### src/rtl/tm1638_display_arbiter.sv
// Round-robin arbiter sharing one TM1638 driver between NUM_SOURCES frame producers.
// Latency: frame captured at edge E is issued at E+1 at the earliest; o_Valid is a 1-cycle strobe.
// Backpressure: one buffered frame per source (latest wins); issue waits for i_Busy low, busy-rise timeout.
module tm1638_display_arbiter #(
    parameter int NUM_SOURCES  = 2,
    parameter int BUSY_TIMEOUT = 15,
    localparam int GW = (NUM_SOURCES > 2) ? $clog2(NUM_SOURCES) : 1
) (
    input  logic                                 i_Clk,
    input  logic                                 i_Rst,
    input  logic [NUM_SOURCES-1:0][7:0][7:0]     i_Segments,
    input  logic [NUM_SOURCES-1:0][7:0]          i_Leds,
    input  logic [NUM_SOURCES-1:0]               i_Valid,
    input  logic                                 i_Busy,
    output logic [7:0][7:0]                      o_Segments,
    output logic [7:0]                           o_Leds,
    output logic                                 o_Valid,
    output logic [GW-1:0]                        o_Grant,
    output logic [NUM_SOURCES-1:0]               o_Pending,
    output logic [NUM_SOURCES-1:0]               o_Overwrite,
    output logic                                 o_Timeout
);

    typedef enum logic [1:0] {S_IDLE, S_ISSUE, S_WAIT_BUSY, S_WAIT_DONE} state_t;

    state_t                             state, state_nxt;
    logic [7:0]                         cnt, cnt_nxt;
    logic [GW-1:0]                      r_Last;
    logic [GW-1:0]                      win;
    logic                               issue;
    logic                               tout_nxt;
    logic [NUM_SOURCES-1:0]             gnt;
    logic [NUM_SOURCES-1:0][7:0][7:0]   seg_buf;
    logic [NUM_SOURCES-1:0][7:0]        led_buf;

    // First pending source after r_Last, wrapping; the i=NUM_SOURCES pass covers r_Last itself.
    function automatic logic [GW-1:0] rr_pick(input logic [NUM_SOURCES-1:0] req,
                                              input logic [GW-1:0]          last);
        logic [GW-1:0] w;
        int            idx;
        w = last;
        for (int i = NUM_SOURCES; i >= 1; i--) begin
            idx = int'(last) + i;
            if (idx >= NUM_SOURCES) idx = idx - NUM_SOURCES;
            if (req[idx[GW-1:0]]) w = idx[GW-1:0];
        end
        return w;
    endfunction

    assign win     = rr_pick(o_Pending, r_Last);
    assign o_Valid = (state == S_ISSUE);

    always_comb begin
        state_nxt = state;
        cnt_nxt   = cnt;
        issue     = 1'b0;
        tout_nxt  = 1'b0;
        case (state)
            S_IDLE: begin
                if (|o_Pending && !i_Busy) begin
                    issue     = 1'b1;
                    state_nxt = S_ISSUE;
                end
            end
            S_ISSUE: begin
                cnt_nxt   = '0;
                state_nxt = S_WAIT_BUSY;
            end
            S_WAIT_BUSY: begin
                if (i_Busy) begin
                    state_nxt = S_WAIT_DONE;
                end else begin
                    cnt_nxt = cnt + 8'd1;
                    if (cnt_nxt == 8'(BUSY_TIMEOUT)) begin
                        tout_nxt  = 1'b1;
                        state_nxt = S_IDLE;
                    end
                end
            end
            S_WAIT_DONE: begin
                if (!i_Busy) state_nxt = S_IDLE;
            end
            default: state_nxt = S_IDLE;
        endcase
    end

    always_comb begin
        gnt = '0;
        for (int k = 0; k < NUM_SOURCES; k++)
            gnt[k] = issue && (win == GW'(k));
    end

    always_ff @(posedge i_Clk) begin
        if (i_Rst) begin
            state       <= S_IDLE;
            cnt         <= '0;
            r_Last      <= GW'(NUM_SOURCES - 1);
            o_Segments  <= '0;
            o_Leds      <= '0;
            o_Grant     <= '0;
            o_Pending   <= '0;
            o_Overwrite <= '0;
            o_Timeout   <= 1'b0;
            seg_buf     <= '0;
            led_buf     <= '0;
        end else begin
            state       <= state_nxt;
            cnt         <= cnt_nxt;
            o_Timeout   <= tout_nxt;
            // A capture on the granting edge re-pends without counting as an overwrite.
            o_Pending   <= (o_Pending & ~gnt) | i_Valid;
            o_Overwrite <= i_Valid & o_Pending & ~gnt;
            for (int k = 0; k < NUM_SOURCES; k++) begin
                if (i_Valid[k]) begin
                    seg_buf[k] <= i_Segments[k];
                    led_buf[k] <= i_Leds[k];
                end
            end
            if (issue) begin
                o_Segments <= seg_buf[win];
                o_Leds     <= led_buf[win];
                o_Grant    <= win;
                r_Last     <= win;
            end
        end
    end

endmodule
### config.mk
export PLATFORM = sky130hd
export DESIGN_NAME = tm1638_display_arbiter
export DESIGN_NICKNAME = d
export VERILOG_FILES = /design/src/rtl/tm1638_display_arbiter.sv
export SDC_FILE = /design/constraint.sdc
export NUM_CORES = 1
export LEC_CHECK = 0
export CAP_MARGIN = 20
export CORE_MARGIN = 1.5
export CORE_UTILIZATION = 55
export CTS_BUF_LIST = sky130_fd_sc_hd__clkbuf_8
export DETAILED_ROUTE_END_ITERATION = 10
export GPL_TIMING_DRIVEN = 0
export PLACE_DENSITY = 0.87
export SYNTH_ARGS = -nofsm -noshare
export SYNTH_HDL_FRONTEND = slang
export SYNTH_SLANG_ARGS = --single-unit
### constraint.sdc
create_clock -name i_Clk -period 3.21 [get_ports i_Clk]
set_input_delay 0.8025 -clock i_Clk [delete_from_list [all_inputs] [get_ports i_Clk]]
set_output_delay 0.8025 -clock i_Clk [all_outputs]
set_load 0.02 [all_outputs]
# ---- Word level (Yosys, flattened, before mapping)
# Cells that the tools add are included.
dict set report word_totals {
  reg_bits 233
  input_bits 149
  out_inout_bits 79
  wordCells 91
}
dict set report op_classes {
  n_addsub 5
  n_lt_le_gt_ge 5
  eq_ne 8
  mux 22
  bitwise 7
  n_reduce_logical 10
}
# cell n
set op_table {}
lappend op_table {{64-bit two-way mux} 2}
lappend op_table {{8-bit two-way mux} 3}
lappend op_table {{8-bit one-hot mux with 2 select lines} 1}
lappend op_table {{1-bit two-way mux} 11}
lappend op_table {{8-bit by 1-bit adder with 8-bit output, second input constant} 1}
lappend op_table {{8-bit by 4-bit == test with 1-bit output, second input constant} 1}
lappend op_table {{2-bit two-way mux} 4}
lappend op_table {{2-bit one-hot mux with 4 select lines} 1}
lappend op_table {{2-bit AND} 3}
lappend op_table {{1-bit by 2-bit < comparator with 1-bit output, second input constant} 3}
lappend op_table {{2-bit inequality test, second input constant} 3}
lappend op_table {{2-bit == test, second input constant} 2}
lappend op_table {{1-bit by 2-bit adder with 3-bit output, second input constant} 1}
lappend op_table {{3-bit by 2-bit >= comparator with 1-bit output, second input constant} 1}
lappend op_table {{1-bit logical AND} 3}
lappend op_table {{3-bit inequality test, second input constant} 1}
lappend op_table {{3-bit AND reduction} 1}
lappend op_table {{3-bit OR reduction} 1}
lappend op_table {{1-bit by 1-bit adder with 2-bit output, second input constant} 1}
lappend op_table {{2-bit by 1-bit == test with 1-bit output, second input constant} 1}
lappend op_table {{2-bit >= comparator, second input constant} 1}
lappend op_table {{2-bit zero test} 1}
lappend op_table {{1-bit NOT} 2}
lappend op_table {{2-bit NOT} 1}
lappend op_table {{6 further kinds} 7}

# ---- Depth between registers and ports, before layout
# Gate-level depths: netlist (run 1).
dict set report logic_depth {
  word_depth 12
  mapped_depth 7
  ltp_nobuf 6
}

# ---- Least setup slack after synthesis (run 1)
# Ideal clock, no wire load.
dict set report synth_timing {
  path_kind {input to register}
  from {in i_Busy}
  to {reg o_Segments[48] (netlist name)}
  setup_ns 0.147
  arrival_time_ns 1.713
  required_time_ns 3.063
  slack_ns 1.350
  path_stages 6
  path_buffers 3
  cell_sequence {buf_2 -> nor2_4 -> o211a_4 -> buf_6 -> buf_2 -> a311oi_2}
}
dict set report synth_between {
  elab_chain_len 4
}
# item line_no
set synth_rtl {}
lappend synth_rtl {{start, declared} 14} ;# input logic i_Busy,
lappend synth_rtl {{1-bit zero test} --}
lappend synth_rtl {{1-bit logical AND} 60} ;# if (|o_Pending && !i_Busy) begin
lappend synth_rtl {{1-bit two-way mux} 60}
lappend synth_rtl {{1-bit two-way mux} 58} ;# case (state)
lappend synth_rtl {{end signal, assigned} 120} ;# o_Segments <= seg_buf[win];
lappend synth_rtl {{end, declared} 15} ;# output logic [7:0][7:0] o_Segments,
# No other way between the ends.
# A chain may end at the register's enable or synchronous reset.

# ---- Worst setup path in the final report (run 1)
dict set report layout_timing {
  from {reg state[0]}
  to {out o_Valid}
}
dict set report layout_between {
  elab_chain_len 1
}
# item line_no
set layout_rtl {}
lappend layout_rtl {{start, declared} 26} ;# state_t state, state_nxt;
lappend layout_rtl {{start signal, assigned} 107} ;# state <= state_nxt;
lappend layout_rtl {{2-bit by 1-bit == test with 1-bit output} 51} ;# assign o_Valid = (state == S_ISSUE);
lappend layout_rtl {{end, declared} 17} ;# output logic o_Valid,
# No other way between the ends.

==> results.md, run 1 <==
- Setup bufs post-CTS: 0
- Crit-path max cell delay: around 0.63 ns
- Critical path peak fanout: 8
- Share of cells above drive strength 1: 12.6%
- Sequential area share after synthesis: between 40% and 50%
- Post-synth net total: 1123
- Total Wirelength: around 26000 um
- Register area: 4660 um^2
- Area share of and/or/nand/nor cells after synthesis: around 17%
- Avg Cell Area, Syn: ~9.7 um^2
- Die X: ~130 um
- Tmin final: 2.66 ns
- Fmax: roughly 380 MHz
- Placer Congestion: 0.826
- Critical path data required time: 2.41 ns
- Top-count cell post-synth: dfxtp_1
- Clock latency on the worst-skew pair: approximately 0.52 ns
- Static Leak: 0.00502 uW
- Pins Over Slew Limit: 0
- Via count: roughly 8000
- Cell variety after synth: 39
- Footprint of the multi-input gates: 4300 um^2
- Worst vdd ir: 387 uV
- Ys async rst share: 0%
- Compound-Gate Fraction of Synth Area: a little over an eighth
- Initial Utilization: a little under three fifths
- Routed wire per std cell: about 18 um
- Iteration-0 DRC Markers: 423
- # clock sinks: ~230
- Synth cell count leaders: 233 x dfxtp_1, 221 x nor2_1, 152 x nand2_1, 144 x mux2i_1, 58 x a311oi_2
- Critical path arrival: 1.86 ns
- Routed vias/inst: 5.39
- FP Rows: 47
- Ys flop type: dfxtp_1
- Largest family of logic cells by synthesized area: simple AND/OR/NAND/NOR gates
- Max_cap viols: 0
- DRT Pass-1 Iters: 5
- Layout fillers: 1160
- CTS tree: built
- Top cell type's share of synthesized area: 49.6%
- Cts hold-fix bufs: 0
- Fin crit share: 82.9%
- R2R setup slack: 1.45 ns
- Register clock-pin slew on the reported worst setup and hold paths: 0.06 ns
- Pin count of the biggest net entering global routing: 11
- Buffers on Ports: 223
- DRT antenna net count: 0
- Gr usage total: 28.7%
- Antenna violations before repair: 0
- Die area: 17900 um^2
- Clk buf depth: 3
- Fin worst setup slack: 0.549 ns
- Number of global-route vias before repair: around 7900
- Crit path capture type: primary output
- Post-Syn Instances: 972
- Grt ovf: 0
- Final setup vio count: 0
- Slowest cell on the critical path: clkdlybuf4s50_1
- CTS H-tree lvls: 2
- Crit start category: register
- Mux cell area share after synthesis: 15.3%
- Power Density: ~560 nW/um^2
- PostCTS Resize Cnt: 0
- Post-DP HPWL: around 18000 um
- Top cells by area, synth: dfxtp_1 50%, mux2i_1 15%, a311oi_2 9.3%
- Crit path cell chain: nor2b_1, clkdlybuf4s50_1
- Top delay family on crit path: buffers and inverters
- CTS Root Cell: clkbuf_8
- Adder-cell share of the synthesized area: 0.266%
- Status: complete, no violations
- Final hold violation count: 0
- Die Ht: between 100 and 150 um
- Min-delay worst type: register to register
- First-pass GRT wire length: 40600 um
- Final nets: around 1400
- Cell taking the most area after synthesis: dfxtp_1
- Synthesized flop and latch total: around 230
- Worst Tran Pin Value: 0.782 ns
- Slew HR: 47.8%
- Synth-to-layout area growth: 33.8%
- Clk_skew: approximately 0.016 ns
- Number of flops mapped to enable cells by yosys: 0
- Critical setup path kind: register to primary output
- Remaining DRCs: 0
- Syn. warnings: 0
- RSZ-0062 raised after global routing: false
- Worst Path Buf+Inv: 1
- Cell area after synthesis: 9410 um^2
- TNS Setup: 0 ns
- Core footprint: approximately 17000 um^2
- Top Ports: 228
- Worst slack, placed: 0.723 ns
- Hold Worst Slack: 0.477 ns
- Final total power: 7070 uW
- Synth Area in XOR/XNOR: less than 1%
- CTS Buf Count: 37
- Antenna cells: 0
-- final cells by class --
| class | instances | area share, % |
|---|---|---|
| Inverter | 5 | 0.149 |
| Timing Repair Buffer | 223 | 17.7 |
| Sequential cell | 233 | 37.1 |
| Multi-Input combinational cell | 655 | 34.1 |
| Tap cell | 220 | 2.19 |
| Buffer | 79 | 3.41 |
| Clock inverter | 19 | 0.616 |
| Clock buffer | 43 | 4.70 |
-- worst min-delay path, cell delays in order (launching register included) --
cell,delay [ns]
dfxtp_1,0.32
nand2_1,0.06
a21oi_1,0.05
-- kinds of logic (layout without fill, tap and decap cells) --
family                     Yosys count  after routing
adders and majority gates            2              2
AOI/OAI and AO/OA                  107            107
buffers and inverters               84            369
muxes                              144            144
xor gates and xnor gates             1              1
and+or+nand+nor                    401            401
DFF                                233            233
-- layer usage --
layer / global-route usage [%] / up-vias / wire (um)
met5: 0 / - / 0
met4: 10.9 / 0 / 764
met1: 34.5 / 3783 / 10700
met3: 6.95 / 53 / 1840
li1: - / 3855 / -
met2: 49.7 / 267 / 12800
-- where the power goes --
part / switching [uW] / total [uW] / internal (uW)
clock: 1120 / 2330 / 1210
combinational: 789 / 1470 / 684
sequential: 143 / 3260 / 3120
total: 2050 / 7070 / 5020
-- flip-flops by register name, indices dropped and copies added, names as in the netlist --
| signal | flops |
|---|---|
| seg_buf | 128 |
| cnt | 8 |
| o_Segments | 64 |
| r_Last | 1 |
| o_Grant | 1 |
| o_Overwrite | 2 |
| state | 2 |
| o_Timeout | 1 |
| led_buf | 16 |
| o_Leds | 8 |
| o_Pending | 2 |
-- final timing paths --
| check | end | start | cells past startpoint |
|---|---|---|---|
| max reg2reg | o_Segments[62]$_SDFFE_PP0N_ | o_Pending[1]$_SDFF_PP0_ | 5 |
| min | o_Grant$_SDFFE_PP0N_ | o_Grant$_SDFFE_PP0N_ | 2 |
| min reg2reg | o_Grant$_SDFFE_PP0N_ | o_Grant$_SDFFE_PP0N_ | 2 |
| max | o_Valid | state[0]$_SDFFE_PP0P_ | 2 |
-- per-stage QoR --
step                util [%]  instances  area (um^2)
floorplan                  -        972         9410
global placement        71.6       1415        11900
detailed placement      71.6       1415        11900
CTS                     75.6       1477        12600
global route            75.6       1477        12600
finish                  75.6       1477        12600
-- cell usage in the layout (no fill, tap or decap), drive strengths merged, types with 5 or more instances in the layout --
cell type,instances
nor3,5
dfxtp,233
nor2b,7
nor2,222
a311oi,72
buf,53
mux2i,144
clkdlybuf4s50,223
a21oi,15
inv,21
nand2,152
clkbuf,69
(Power assumes the default switching activity.)
==> inputs of run 2 (changes only) <==
--- a/config.mk
+++ b/config.mk
@@ -7,11 +7,11 @@
 export LEC_CHECK = 0
 export CAP_MARGIN = 20
 export CORE_MARGIN = 1.5
-export CORE_UTILIZATION = 55
+export CORE_UTILIZATION = 51
 export CTS_BUF_LIST = sky130_fd_sc_hd__clkbuf_8
 export DETAILED_ROUTE_END_ITERATION = 10
 export GPL_TIMING_DRIVEN = 0
-export PLACE_DENSITY = 0.87
+export PLACE_DENSITY = 0.82
 export SYNTH_ARGS = -nofsm -noshare
 export SYNTH_HDL_FRONTEND = slang
 export SYNTH_SLANG_ARGS = --single-unit
==> constraint.sdc (replaced) <==
create_clock -name i_Clk -period 2.7 [get_ports i_Clk]
set_input_delay 0.675 -clock i_Clk [delete_from_list [all_inputs] [get_ports i_Clk]]
set_output_delay 0.675 -clock i_Clk [all_outputs]
set_load 0.02 [all_outputs]
==> run 2 against run 1 <==
Net effect:
- cell count grew 1.4%
- register-to-register slack worse by 0.49 ns
- combinational power up 18%
- sequential share of layout area is 0.51 points lower
- hold slack gained 0.0020 ns
- first-iteration DRC count decreased by 9.5%
- total power up 25%
- flip-flop and latch count unchanged
- sequential power up 19%
- largest power group unchanged
- highest routed layer unchanged
==> results.md, run 2 (synthesis results as in run 1) <==
- Status: complete, no violations
- Critical path data required time: 2.03 ns
- Final setup vio count: 0
- Clock power frac: 36.5%
- Iteration-0 DRC Markers: 383
- Number of global-route vias before repair: 7922
- Final nets: 1388
- Crit path capture type: primary output
- Antenna cells: 0
- First-pass GRT wire length: between 40000 and 50000 um
- Gr usage total: 26.4%
- Switching Share: around 28%
- Core footprint: 18000 um^2
- TNS Setup: 0 ns
- Top Registers: seg_buf (128), o_Segments (64), led_buf (16)
- Cells on worst reg2reg path: 5
- Initial Utilization: 52.2%
- Layout fillers: between 1000 and 1500
- Routed vias/inst: 5.27
- Die X: between 100 and 150 um
- Tmin final: 2.55 ns
- Placer Congestion: 0.828
- Critical setup path kind: register to primary output
- Seq pwr share: between 40% and 50%
- Post-DP HPWL: 18100 um
- Max_cap viols: 0
- FP Rows: 49
- Most common cell after layout, fill and taps aside: dfxtp_1
- Antenna violations before repair: 0
- Worst vdd ir: a little under 600 uV
- Min-delay src: seg_buf[103]$_SDFFE_PP0P_
- Routed wire per std cell: 17.3 um
- Setup bufs post-CTS: 0
- Hold Worst Slack: 0.479 ns
- Total Wirelength: 25900 um
- Static Leak: 0.00511 uW
- CTS H-tree lvls: 2
- # clock sinks: 233
- Reg-to-reg startpoint: o_Pending[1]$_SDFF_PP0_
- Final hold violation count: 0
- Most flops, register: seg_buf
- Critical path peak fanout: 8
- Die Ht: around 140 um
- Max reg flops: 128
- Grt ovf: 0
- Final total power: slightly below 9000 uW
- CTS Root Cell: clkbuf_8
- CTS Buf Count: 40
- Min-delay worst type: register to register
- RSZ-0062 raised after global routing: false
- R2r endpoint: o_Segments[46]$_SDFFE_PP0N_
- Buffers on Ports: 223
- Top Ports: 228
- Slew HR: 48.7%
- Commonest non-fill, non-tap cells in the layout: 233 x dfxtp_1, 223 x clkdlybuf4s50_1, 221 x nor2_1, 152 x nand2_1, 144 x mux2i_1
- Register clock-pin slew on the reported worst setup and hold paths: 0.06 ns
- Internal power: about 6300 uW
- Pin count of the biggest net entering global routing: 11
- Cts hold-fix bufs: 0
- Synth-to-layout area growth: 35.6%
- Share of cells above drive strength 1: 13.2%
- Fin crit share: 94.5%
- Crit start category: register
- Hold Crit Depth: 2
- Via count: between 7000 and 8000
- Post-DP Area: 11900 um^2
- CTS tree: built
- Clk_skew: approximately 0.017 ns
- Clk buf depth: 3
- Clock latency on the worst-skew pair: 0.54 ns
- Critical path arrival: 1.88 ns
- Power Density: 694 nW/um^2
- Worst hold endpoint: o_Segments[39]$_SDFFE_PP0N_
- R2R setup slack: 0.96 ns
- Die area: 19300 um^2
- DRT Pass-1 Iters: 5
- Remaining DRCs: 0
- Worst Tran Pin Value: roughly 0.77 ns
- Pins Over Slew Limit: 0
- Comb power frac: around a fifth
- Post-route cell area: 12800 um^2
- DRT antenna net count: 0
- PostCTS Resize Cnt: 0
- Net Switching: 2510 uW
- Fmax: 392 MHz
[run 2: cell types whose count changed in the layout (fill, tap and decap cells not counted)]
cell        change
clkbuf_8        +9
clkinvlp_4      +1
bufinv_16       +1
clkinv_2        -1
inv_1           +2
[run 2: stage by stage]
stage | std cells | utilization [%] | setup WS [ns]
floorplan | 972 | - | 0.967
global placement | 1424 | 66.2 | 0.403
detailed placement | 1424 | 66.2 | 0.363
CTS | 1498 | 70.8 | 0.132
global route | 1498 | 70.8 | 0.0491
finish | 1498 | 70.8 | 0.149
[run 2: worst max path at each step]
stage	startpoint	end	slack (ns)
after floorplan	i_Busy	o_Segments[48]$_SDFFE_PP0N_	0.97
after global placement	i_Rst	o_Segments[5]$_SDFFE_PP0N_	0.40
final	state[0]$_SDFFE_PP0P_	o_Valid	0.15
after global routing	state[0]$_SDFFE_PP0P_	o_Valid	0.05
after detailed placement	i_Rst	o_Segments[2]$_SDFFE_PP0N_	0.36
after CTS	state[0]$_SDFFE_PP0P_	o_Valid	0.13
[run 2: critical path: stages (launching register included)]
cell,delay [ns]
dfxtp_1,0.50
nor2b_1,0.22
clkdlybuf4s50_1,0.63
[run 2: routing by layer]
| layer | vias to the layer above | global-route usage [%] | part of all wire, % |
|---|---|---|---|
| met5 | - | 0 | 0 |
| met4 | 0 | 8.88 | 2.6 |
| met3 | 44 | 6.63 | 6.5 |
| met2 | 244 | 44.3 | 48 |
| met1 | 3737 | 33.1 | 43 |
| li1 | 3865 | - | - |
[run 2: area by class of cell]
type / instances / area (um^2) / share of cell area, %
Sequential cell: 233 / 4660 / 36.6
Multi-Input combinational cell: 655 / 4300 / 33.7
Timing Repair Buffer: 223 / 2230 / 17.5
Clock buffer: 52 / 716 / 5.61
Buffer: 79 / 429 / 3.36
Tap cell: 229 / 287 / 2.25
Clock inverter: 22 / 118 / 0.922
Inverter: 5 / 18.8 / 0.147
[run 2: power by group through the flow]
stage / registers, uW / logic (uW) / clock network, uW
after floorplan: 4070 / 862 / 0
after global placement: 3940 / 1710 / 0
after detailed placement: 3950 / 1740 / 0
after CTS: 3880 / 1750 / 3290
after global routing: 3910 / 1870 / 3450
final: 3880 / 1740 / 3230
==> inputs of run 3 (changes only) <==
--- a/config.mk
+++ b/config.mk
@@ -7,11 +7,12 @@
 export LEC_CHECK = 0
 export CAP_MARGIN = 20
 export CORE_MARGIN = 1.5
-export CORE_UTILIZATION = 51
+export CORE_UTILIZATION = 50
 export CTS_BUF_LIST = sky130_fd_sc_hd__clkbuf_8
+export CTS_CLUSTER_SIZE = 12
 export DETAILED_ROUTE_END_ITERATION = 10
 export GPL_TIMING_DRIVEN = 0
-export PLACE_DENSITY = 0.82
+export PLACE_DENSITY = 0.81
 export SYNTH_ARGS = -nofsm -noshare
 export SYNTH_HDL_FRONTEND = slang
 export SYNTH_SLANG_ARGS = --single-unit
==> run 3 against run 2 <==
Net effect:
- cell count down 0.27%
- via count grew 0.80%
- combinational power is essentially flat
- clock power shrank 8.4%
- worst setup slack lost 0.010 ns
- flip-flop and latch count stayed put
- total power down 3.1%
- die area up 2.0%
- highest routed layer unchanged
==> results.md, run 3 (synthesis results as in run 1) <==
- Status: complete, no violations
- Met3 WL: 1570 um
- Min-delay worst type: register to register
- Initial Utilization: roughly half
- # clock sinks: 233
- Most common cell after layout, fill and taps aside: dfxtp_1
- Setup bufs post-CTS: 0
- Cts hold-fix bufs: 0
- Uppermost layer routed: met4
- Antenna violations before repair: 1
- Die Ht: approximately 140 um
- Die area: 19700 um^2
- Post-DP HPWL: 18100 um
- Final total power: 8580 uW
- Clk_skew: 0.0220 ns
- RSZ-0062 raised after global routing: false
- TNS Setup: 0 ns
- Total Wirelength: 25700 um
- Crit start category: register
- Max_cap viols: 0
- Routed wire per std cell: approximately 17 um
- Worst vdd ir: between 400 and 500 uV
- FP Rows: 49
- Met2 wire length: 11800 um
- Top Registers: seg_buf (128), o_Segments (64), led_buf (16)
- First-pass GRT wire length: 39500 um
- CTS Buf Count: 39
- DRT antenna net count: 0
- Placer Congestion: 0.836
- Routed vias/inst: 5.32
- Power Density: 677 nW/um^2
- Gr usage total: 25.5%
- Iteration-0 DRC Markers: 275
- Via count: 7953
- Post-DP Area: around 12000 um^2
- Final setup vio count: 0
- Top Ports: 228
- Slew HR: 49.6%
- Fmax: 390 MHz
- Commonest non-fill, non-tap cells in the layout: 233 x dfxtp_1, 223 x clkdlybuf4s50_1, 221 x nor2_1, 152 x nand2_1, 144 x mux2i_1
- Pin count of the biggest net entering global routing: 11
- Remaining DRCs: 0
- Fin crit share: 94.9%
- DP Cell Count: around 1400
- Hold Worst Slack: 0.457 ns
- Core footprint: ~18000 um^2
- Most flops, register: seg_buf
- Register clock-pin slew on the reported worst setup and hold paths: 0.06 ns
- Crit path capture type: primary output
- Critical path data required time: 2.03 ns
- Buffers on Ports: ~220
- Die X: 140 um
- Max reg flops: 128
- Critical path arrival: 1.89 ns
- Grt ovf: 0
- Synth-to-layout area growth: 34.7%
- CTS H-tree lvls: 2
- Clk buf depth: 3
- Pins Over Slew Limit: 0
- Share of cells above drive strength 1: 13.0%
- Clock latency on the worst-skew pair: 0.54 ns
- Static Leak: 0.00506 uW
- PostCTS Resize Cnt: 0
- CTS Root Cell: clkbuf_8
- Worst Tran Pin Value: 0.757 ns
- Post-route cell area: 12700 um^2
- Final nets: 1387
- Tmin final: 2.56 ns
- CTS tree: built
- M1 wire length: 11200 um
- Final hold violation count: 0
- Post-Layout Cell Count: 1494
- Critical path peak fanout: 8
- DRT Pass-1 Iters: 5
- Critical setup path kind: register to primary output
- Number of global-route vias before repair: 7722
==> run 3: cell type report <==
cell class,count,area (um^2)
Tap cell,229,287
Multi-Input combinational cell,655,4300
Clock buffer,47,647
Fill cell,1421,5540
Buffer,79,429
Sequential cell,233,4660
Clock inverter,22,96.3
Timing Repair Buffer,223,2230
Inverter,5,18.8
Antenna cell,1,2.50
==> run 3: final timing paths <==
kind                             from                     endpoint  slack (ns)  cells after the start
min reg2reg  seg_buf[63]$_SDFFE_PP0P_  o_Segments[63]$_SDFFE_PP0N_        0.46                      2
min          seg_buf[63]$_SDFFE_PP0P_  o_Segments[63]$_SDFFE_PP0N_        0.46                      2
max reg2reg   o_Pending[1]$_SDFF_PP0_  o_Segments[58]$_SDFFE_PP0N_        0.92                      5
max             state[0]$_SDFFE_PP0P_                      o_Valid        0.14                      2
==> run 3: worst max-delay path, cell delays in order (launching register included) <==
cell and delay (ns):
dfxtp_1 0.51, nor2b_1 0.22, clkdlybuf4s50_1 0.63
==> run 3: per-layer routing <==
layer	GRT usage (%)	vias to the layer above
li1	-	3878
met1	32.2	3732
met2	41.5	277
met3	5.88	66
met4	12.2	0
met5	0	-
==> run 3: through the flow <==
step / util [%] / worst slack, ns
floorplan: - / 0.967
global placement: 65.5 / 0.392
detailed placement: 65.5 / 0.372
CTS: 69.6 / 0.124
global route: 69.6 / 0.0188
finish: 69.6 / 0.139
==> run 3: report_power, final <==
part / switching (uW) / internal [uW] / total [uW]
clock network: 1380 / 1570 / 2960
registers: 165 / 3710 / 3880
logic: 936 / 813 / 1750
